### config.mk
export PLATFORM = sky130hd
export DESIGN_NAME = mac_accum_pipe_flat
export DESIGN_NICKNAME = d
export VERILOG_FILES = /design/src/rtl/mac_accum_pipe_if.sv /design/src/rtl/mac_accum_pipe.sv /design/src/flat_wrapper.sv
export SDC_FILE = /design/constraint.sdc
export NUM_CORES = 1
export LEC_CHECK = 0
export CELL_PAD_IN_SITES_DETAIL_PLACEMENT = 2
export CELL_PAD_IN_SITES_GLOBAL_PLACEMENT = 2
export CORE_ASPECT_RATIO = 2
export CORE_MARGIN = 5
export CORE_UTILIZATION = 41
export DETAILED_ROUTE_END_ITERATION = 10
export GPL_TIMING_DRIVEN = 0
export PLACE_DENSITY_LB_ADDON = 0.25
export REMOVE_ABC_BUFFERS = 1
export SKIP_CTS_REPAIR_TIMING = 1
export SLEW_MARGIN = 20
export SYNTH_ARGS = -nofsm -noshare
export SYNTH_HDL_FRONTEND = slang
export SYNTH_SLANG_ARGS = --single-unit
### constraint.sdc
create_clock -name clk -period 7 [get_ports clk]
set_input_delay 1.75 -clock clk [delete_from_list [all_inputs] [get_ports clk]]
set_output_delay 1.75 -clock clk [all_outputs]
set_load 0.01 [all_outputs]
### src/rtl/mac_accum_pipe_if.sv
// Sample-stream and result bus of the multiply-accumulate unit.
// The source drives operands through master; the MAC returns results through slave.
interface mac_accum_pipe_if #(
    parameter int W_IN  = 8,
    parameter int W_ACC = 20
);
    logic [W_IN-1:0]  a;
    logic [W_IN-1:0]  b;
    logic             valid_in;
    logic             clear_in;
    logic [W_ACC-1:0] f;
    logic             valid_out;
    logic             overflow;

    modport master (
        output a, b, valid_in, clear_in,
        input  f, valid_out, overflow
    );

    modport slave (
        input  a, b, valid_in, clear_in,
        output f, valid_out, overflow
    );
endinterface

### src/rtl/mac_accum_pipe.sv
// Pipelined unsigned multiply-accumulate: input register, MULT_STAGES product
// registers, then an accumulator with per-sample restart and sticky overflow.
module mac_accum_pipe #(
    parameter int W_IN        = 8,
    parameter int W_ACC       = 20,
    parameter int MULT_STAGES = 1,
    parameter int SATURATE    = 0
) (
    input logic               clk,
    input logic               reset_n,
    mac_accum_pipe_if.slave   bus
);
    localparam int W_P = 2 * W_IN;

    if (W_ACC < W_P) begin : g_bad_width
        $error("mac_accum_pipe: W_ACC must be at least 2*W_IN");
    end
    if (MULT_STAGES < 0 || MULT_STAGES > 2) begin : g_bad_stages
        $error("mac_accum_pipe: MULT_STAGES must be 0, 1 or 2");
    end

    // Input register
    logic [W_IN-1:0] a_q;
    logic [W_IN-1:0] b_q;
    logic            v_q;
    logic            c_q;

    // NOTE: sequential state is updated with non-blocking assignments only, so
    // every register samples the pre-edge value of its neighbours.
    always_ff @(posedge clk or negedge reset_n) begin
        if (!reset_n) begin
            a_q <= '0;
            b_q <= '0;
            v_q <= 1'b0;
            c_q <= 1'b0;
        end else begin
            a_q <= bus.a;
            b_q <= bus.b;
            v_q <= bus.valid_in;
            c_q <= bus.clear_in & bus.valid_in;
        end
    end

    logic [W_P-1:0] mult;
    assign mult = {{W_IN{1'b0}}, a_q} * {{W_IN{1'b0}}, b_q};

    // Product and its tags as seen by the accumulator stage
    logic [W_P-1:0] acc_prod;
    logic           acc_v;
    logic           acc_c;

    if (MULT_STAGES == 0) begin : g_comb_mult
        assign acc_prod = mult;
        assign acc_v    = v_q;
        assign acc_c    = c_q;
    end else begin : g_reg_mult
        logic [W_P-1:0] prod_q [MULT_STAGES];
        logic           pv_q   [MULT_STAGES];
        logic           pc_q   [MULT_STAGES];

        // NOTE: these stage arrays are ordinary flops, not RAM, so they take the
        // async reset; otherwise stale valid tags would leak out after reset.
        always_ff @(posedge clk or negedge reset_n) begin
            if (!reset_n) begin
                for (int i = 0; i < MULT_STAGES; i++) begin
                    prod_q[i] <= '0;
                    pv_q[i]   <= 1'b0;
                    pc_q[i]   <= 1'b0;
                end
            end else begin
                prod_q[0] <= mult;
                pv_q[0]   <= v_q;
                pc_q[0]   <= c_q;
                for (int i = 1; i < MULT_STAGES; i++) begin
                    prod_q[i] <= prod_q[i-1];
                    pv_q[i]   <= pv_q[i-1];
                    pc_q[i]   <= pc_q[i-1];
                end
            end
        end

        assign acc_prod = prod_q[MULT_STAGES-1];
        assign acc_v    = pv_q[MULT_STAGES-1];
        assign acc_c    = pc_q[MULT_STAGES-1];
    end

    // Accumulator stage
    logic [W_ACC-1:0] f_q;
    logic [W_ACC-1:0] f_d;
    logic             ov_q;
    logic             ov_d;
    logic             vo_q;
    logic [W_ACC:0]   sum;

    assign sum = {1'b0, f_q} + (W_ACC+1)'(acc_prod);

    // NOTE: f_d/ov_d default to the held values first, so no path leaves them
    // unassigned and no latch is inferred.
    always_comb begin
        f_d  = f_q;
        ov_d = ov_q;
        if (acc_v) begin
            if (acc_c) begin
                f_d  = W_ACC'(acc_prod);
                ov_d = 1'b0;
            end else if (sum[W_ACC]) begin
                ov_d = 1'b1;
                f_d  = (SATURATE != 0) ? '1 : sum[W_ACC-1:0];
            end else begin
                f_d  = sum[W_ACC-1:0];
            end
        end
    end

    always_ff @(posedge clk or negedge reset_n) begin
        if (!reset_n) begin
            f_q  <= '0;
            ov_q <= 1'b0;
            vo_q <= 1'b0;
        end else begin
            f_q  <= f_d;
            ov_q <= ov_d;
            vo_q <= acc_v;
        end
    end

    assign bus.f         = f_q;
    assign bus.overflow  = ov_q;
    assign bus.valid_out = vo_q;
endmodule

### src/flat_wrapper.sv
// flat-port wrapper written by rule: the top's interface ports become plain ports
module mac_accum_pipe_flat 
#(
    parameter int W_IN        = 8,
    parameter int W_ACC       = 20,
    parameter int MULT_STAGES = 1,
    parameter int SATURATE    = 0
)
  (clk, reset_n, bus_a, bus_b, bus_valid_in, bus_clear_in, bus_f, bus_valid_out, bus_overflow);
  mac_accum_pipe_if #(.W_IN(W_IN), .W_ACC(W_ACC)) bus_i ();
  input logic clk;
  input logic reset_n;
  input wire logic [$bits(bus_i.a)-1:0] bus_a;
  input wire logic [$bits(bus_i.b)-1:0] bus_b;
  input wire logic [$bits(bus_i.valid_in)-1:0] bus_valid_in;
  input wire logic [$bits(bus_i.clear_in)-1:0] bus_clear_in;
  output wire logic [$bits(bus_i.f)-1:0] bus_f;
  output wire logic [$bits(bus_i.valid_out)-1:0] bus_valid_out;
  output wire logic [$bits(bus_i.overflow)-1:0] bus_overflow;
  assign bus_i.a = bus_a;
  assign bus_i.b = bus_b;
  assign bus_i.valid_in = bus_valid_in;
  assign bus_i.clear_in = bus_clear_in;
  assign bus_f = bus_i.f;
  assign bus_valid_out = bus_i.valid_out;
  assign bus_overflow = bus_i.overflow;
  mac_accum_pipe #(.W_IN(W_IN), .W_ACC(W_ACC), .MULT_STAGES(MULT_STAGES), .SATURATE(SATURATE)) u_core (.clk(clk), .reset_n(reset_n), .bus(bus_i));
endmodule
# Word-level counts from Yosys, hierarchy flattened
# Index checks and enable logic that the tools add are counted.
[totals]
ff_bits = 58
inputBits = 20
out_inout_bits = 22
elab_cells = 18
[op_classes]
n_addsub = 1
mul = 1
n_mux = 3
bitwise = 1
reduce_logical = 2
[ops]
columns = ["op", "n"]
rows = [
  ["adder 20 x 16 -> 21 bit", 1],
  ["2-to-1 mux 20 bit", 1],
  ["multiplier 8 x 8 -> 16 bit", 1],
  ["2-to-1 mux 1 bit", 2],
  ["AND reduction 2 bit", 1],
  ["nonzero test 2 bit", 1],
  ["bitwise AND 1 bit", 1],
]

# Depth between registers and ports, before layout
[depth]
ltp_word = 3
ltp_mapped = 15
mapped_depth_nobuf = 15

# Worst setup path after synthesis
# Ideal clock, no wire load.
[synth_path]
path_type = "register to register"
from = "reg u_core.b_q[7]"
to = "reg u_core.g_reg_mult.prod_q, in the netlist u_core.acc_prod[15]"
setup_ns = 0.080
arrival_ns = 4.014
required_ns = 6.920
setup_slack_ns = 2.906
stages_incl_launch_ff = 14
n_path_buf = 0
synth_period_minus_slack_ns = 4.094
path_cell_list = "dfrtp_1 -> and2_1 -> fa_1 -> fa_1 -> fa_1 -> inv_1 -> fa_1 -> inv_1 -> ha_1 -> or2_2 -> a21oi_1 -> a21oi_1 -> a221oi_1 -> xnor2_1"
[synth_between]
elab_chain_len = 1
[synth_rtl]
columns = ["item", "line_no", "source"]
rows = [
  ["start: declaration", "mac_accum_pipe.sv:24", "logic [W_IN-1:0] b_q;"],
  ["start signal: assignment", "mac_accum_pipe.sv:38", "b_q <= bus.b;"],
  ["multiplier 8 x 8 -> 16 bit", "mac_accum_pipe.sv:45", "assign mult = {{W_IN{1'b0}}, a_q} * {{W_IN{1'b0}}, b_q};"],
  ["via u_core.mult[15]", "mac_accum_pipe.sv:44", "logic [W_P-1:0] mult;"],
  ["end signal: indexed assignment", "mac_accum_pipe.sv:75", "prod_q[i] <= prod_q[i-1];"],
  ["end: declaration", "mac_accum_pipe.sv:57", "logic [W_P-1:0] prod_q [MULT_STAGES];"],
]
# The timed path passes the listed nets, and every way through them passes these cells.
# A chain may end at the register's enable or synchronous reset.

# Worst setup path after layout
[layout_path]
from = "reg u_core.a_q[1]"
to = "reg u_core.g_reg_mult.prod_q, in the netlist u_core.acc_prod[14]"
[layout_between]
elab_chain_len = 1
[layout_rtl]
columns = ["item", "line_no", "source"]
rows = [
  ["start: declaration", "mac_accum_pipe.sv:23", "logic [W_IN-1:0] a_q;"],
  ["start signal: assignment", "mac_accum_pipe.sv:37", "a_q <= bus.a;"],
  ["multiplier 8 x 8 -> 16 bit", "mac_accum_pipe.sv:45", ""],
  ["via u_core.mult[14]", "mac_accum_pipe.sv:44", ""],
]
# The timed path passes the listed nets, and every way through them passes these cells.

==> metrics <==
outcome finished clean; DRT Pass-1 Iters 4; area growth from synthesis to layout 19.8%; FF-to-FF setup slack 2.38 ns; unrepaired setup endpoints after global routing no; Fillers ~1,200; Avg Cell Area, Syn ~9.6 µm²; die height between 150 and 200 µm; Tightest Pin Transition roughly 0.72 ns; final sum of negative setup slack 0 ns; DRC viols 0; largest family of logic cells by synthesized area adder cells; max-slew violations 0; Iteration-0 DRC Markers 72; Ports between 40 and 50; first-pass GRT wire length ~23,000 µm; cell count of the worst hold path 0; routed wire length about 14,000 µm; total CTS buffers 9; clock skew about 0.0067 ns; grt ovf 0; # clock sinks 58; XOR/XNOR Fraction of Synth Area under 10%; fraction of registers with async set/reset 100%; PortBufs between 40 and 50; simple-gate share of the synthesized area between 10% and 20%; r2r worst-path depth 14; clock slew at reported path FFs about 0.050 ns; H-tree depth 3; Max Buffers Root-to-Sink 2; design area between 5000 and 6000 µm²; DR vias/cell 5.53; final setup violation count 0; CP Class flop to flop; CP peak stage delay about 0.6 ns; wire per inst 20.1 µm; cell accounting for the most synthesized area dfrtp_1; HPWL after DPL roughly 11,000 µm; dominant cells by area after synthesis dfrtp_1, fa_1, ha_1; area share of the largest cell type after synthesis around 30%; slowest CP cell fa_1; clk_lat worst skew between 0.3 and 0.4 ns; leakage ~0.0028 µW; post-route ant nets 0; Syn Std Cell Area 4830 µm²; nets around 650; Final Hold Vio Count 0; CP endpoint kind flop; layout cells sized above 1 under 10%; GPL Wtd Cong ~0.9; Tcrit/Tclk final about two thirds; Critical Path AT ~4.8 ns; Slew HR 51.8%; ANT cells 0; Fmax 0.217 GHz; Total Die Area between 10,000 and 15,000 µm²; multiplexer share of the synthesized area less than 1%; number of synthesized flops with an enable pin 0; area of the multi-input gates 3090 µm²; FF/Latch Area roughly 1500 µm²; # rows 56; worst hold path type flop to flop; max cap viols 0; Crit Path Max Fanout 8; GRT Total Usage a little over a fifth; Yosys cell types 55; core footprint 11,600 µm²; die width between 80 and 90 µm; Compound-Gate Fraction of Synth Area between 10% and 20%; RR Startpoint u_core.a_q[1]; Main synth FF type dfrtp_1; number of global-route vias before repair around 4,500; post-synthesis sequential area ratio between 30% and 40%; CTS root buffer clkbuf_16; register bit total from synthesis between 50 and 60; CP most frequent cell fa_1; adder-cell share of the synthesized area around 29%; Reg2Reg Capture Point u_core.acc_prod[14]; largest net degree at the start of global routing 42; CTS tree yes; Syn Inst Count 501; total chip power about 2600 µW; Power Density roughly 450 nW/µm²; routed vias 3,840; startpoint types flop; hold path start u_core.v_q; Yosys warnings 0; Area after DPL around 5400 µm²; crit path cell chain nand2_1, fa_1, fa_1, inv_1, fa_1, inv_1, fa_1, inv_1, ha_1, o21ai_0, nor2_1, o41ai_2, o21ai_0, xor2_1; Tmin final 4.62 ns; required time of the critical path 7.20 ns; Starting Density 41.6%; Peak VDD IR about 0.19 mV; Hold Path Sink u_core.acc_v; initial antenna violation count 0
[cell usage after synthesis, types with 3 or more instances]
cell and number:
a21o_1 8, a211oi_1 3, xor2_1 7, nor2b_1 5
ha_1 52, a21oi_1 29, xnor2_1 12, fa_1 37
and3_1 5, clkbuf_1 6, nor2_1 25, a31oi_1 6
nor3_1 8, inv_1 67, o21ai_0 16, o21a_1 8
nand4_1 4, mux2i_1 3, dfrtp_1 58, o211ai_1 6
nand3_1 8, and2_1 54, nand2_1 32, nand2b_1 4
[power breakdown]
part           switching, µW  leakage, µW  internal [µW]
sequential               104     0.000679            442
clock                    165     0.000189            413
combinational            822      0.00191            645
[cell usage in the layout (no fill, tap or decap), drive strengths merged, types with 6 or more instances in the layout]
cell type,count
inv,67
dfrtp,58
and2,54
ha,52
clkdlybuf4s50,40
fa,37
nand2,32
a21oi,29
nor2,25
o21ai,18
xnor2,12
clkbuf,12
a21o,9
o21a,8
nor3,8
nand3,8
xor2,7
a31oi,6
o211ai,6
[layout make-up]
type	count	area share, %
clock buffer	12	4.60
clock inverter	4	2.07
inverter	68	4.41
multi-input combinational	365	53.3
sequential	58	25.1
tap	145	3.13
timing repair buffer	42	7.39
[flip-flops by register name, summed over array words and instances, names as in the netlist, 8 cells and up]
| name | cells |
|---|---|
| u_core.a_q | 8 |
| u_core.acc_prod | 16 |
| u_core.b_q | 8 |
| u_core.bus.f | 20 |
[critical path, delay by kind of cell (launching register included)]
kind | cells | cell delay (ns)
and+or+nand+nor | 2 | 0.25
DFF | 1 | 0.52
AOI/OAI and AO/OA | 3 | 0.78
xor gates and xnor gates | 1 | 0.19
buffers and inverters | 3 | 0.20
adders and majority gates | 5 | 2.53
[metrics by stage]
| step | setup WS [ns] | instances | hold WS (ns) | utilization, % |
|---|---|---|---|---|
| 4_1_cts | 2.29 | 694 | 0.352 | 49.8 |
| 3_3_place_gp | 2.20 | 677 | 0.335 | 46.3 |
| 2_1_floorplan | 2.91 | 491 | 0.331 | - |
| 5_1_grt | 2.09 | 694 | 0.355 | 49.8 |
| 6_report | 2.38 | 694 | 0.349 | 49.8 |
| 3_5_place_dp | 2.45 | 678 | 0.340 | 46.5 |
[cells by family after synthesis]
logic type,Yosys count
AOI/OAI and AO/OA,102
xor gates and xnor gates,19
adders and majority gates,89
buffers and inverters,78
DFF,58
muxes,3
and+or+nand+nor,152
[how the worst max path moves through the flow]
| stage | endpoint | slack (ns) | cells past startpoint | start |
|---|---|---|---|---|
| 6_report | u_core.acc_prod[14] | 2.38 | 14 | u_core.a_q[1] |
| 5_1_grt | u_core.acc_prod[14] | 2.09 | 14 | u_core.a_q[0] |
| 4_1_cts | u_core.acc_prod[14] | 2.29 | 14 | u_core.a_q[1] |
| 3_5_place_dp | u_core.acc_prod[15] | 2.45 | 13 | u_core.b_q[4] |
| 3_3_place_gp | u_core.b_q[2] | 2.20 | 1 | reset_n |
| 2_1_floorplan | u_core.acc_prod[15] | 2.91 | 13 | u_core.b_q[7] |
[routing by layer]
layer	global-route usage, %	vias up	wire [µm]	share of wire, %
met1	19.9	1972	4690	34
li1	-	1769	-	-
met5	0	-	0	0
met3	2.73	35	312	2.2
met4	8.65	0	432	3.1
met2	43.4	64	8490	61
(Power assumes the default switching activity.)
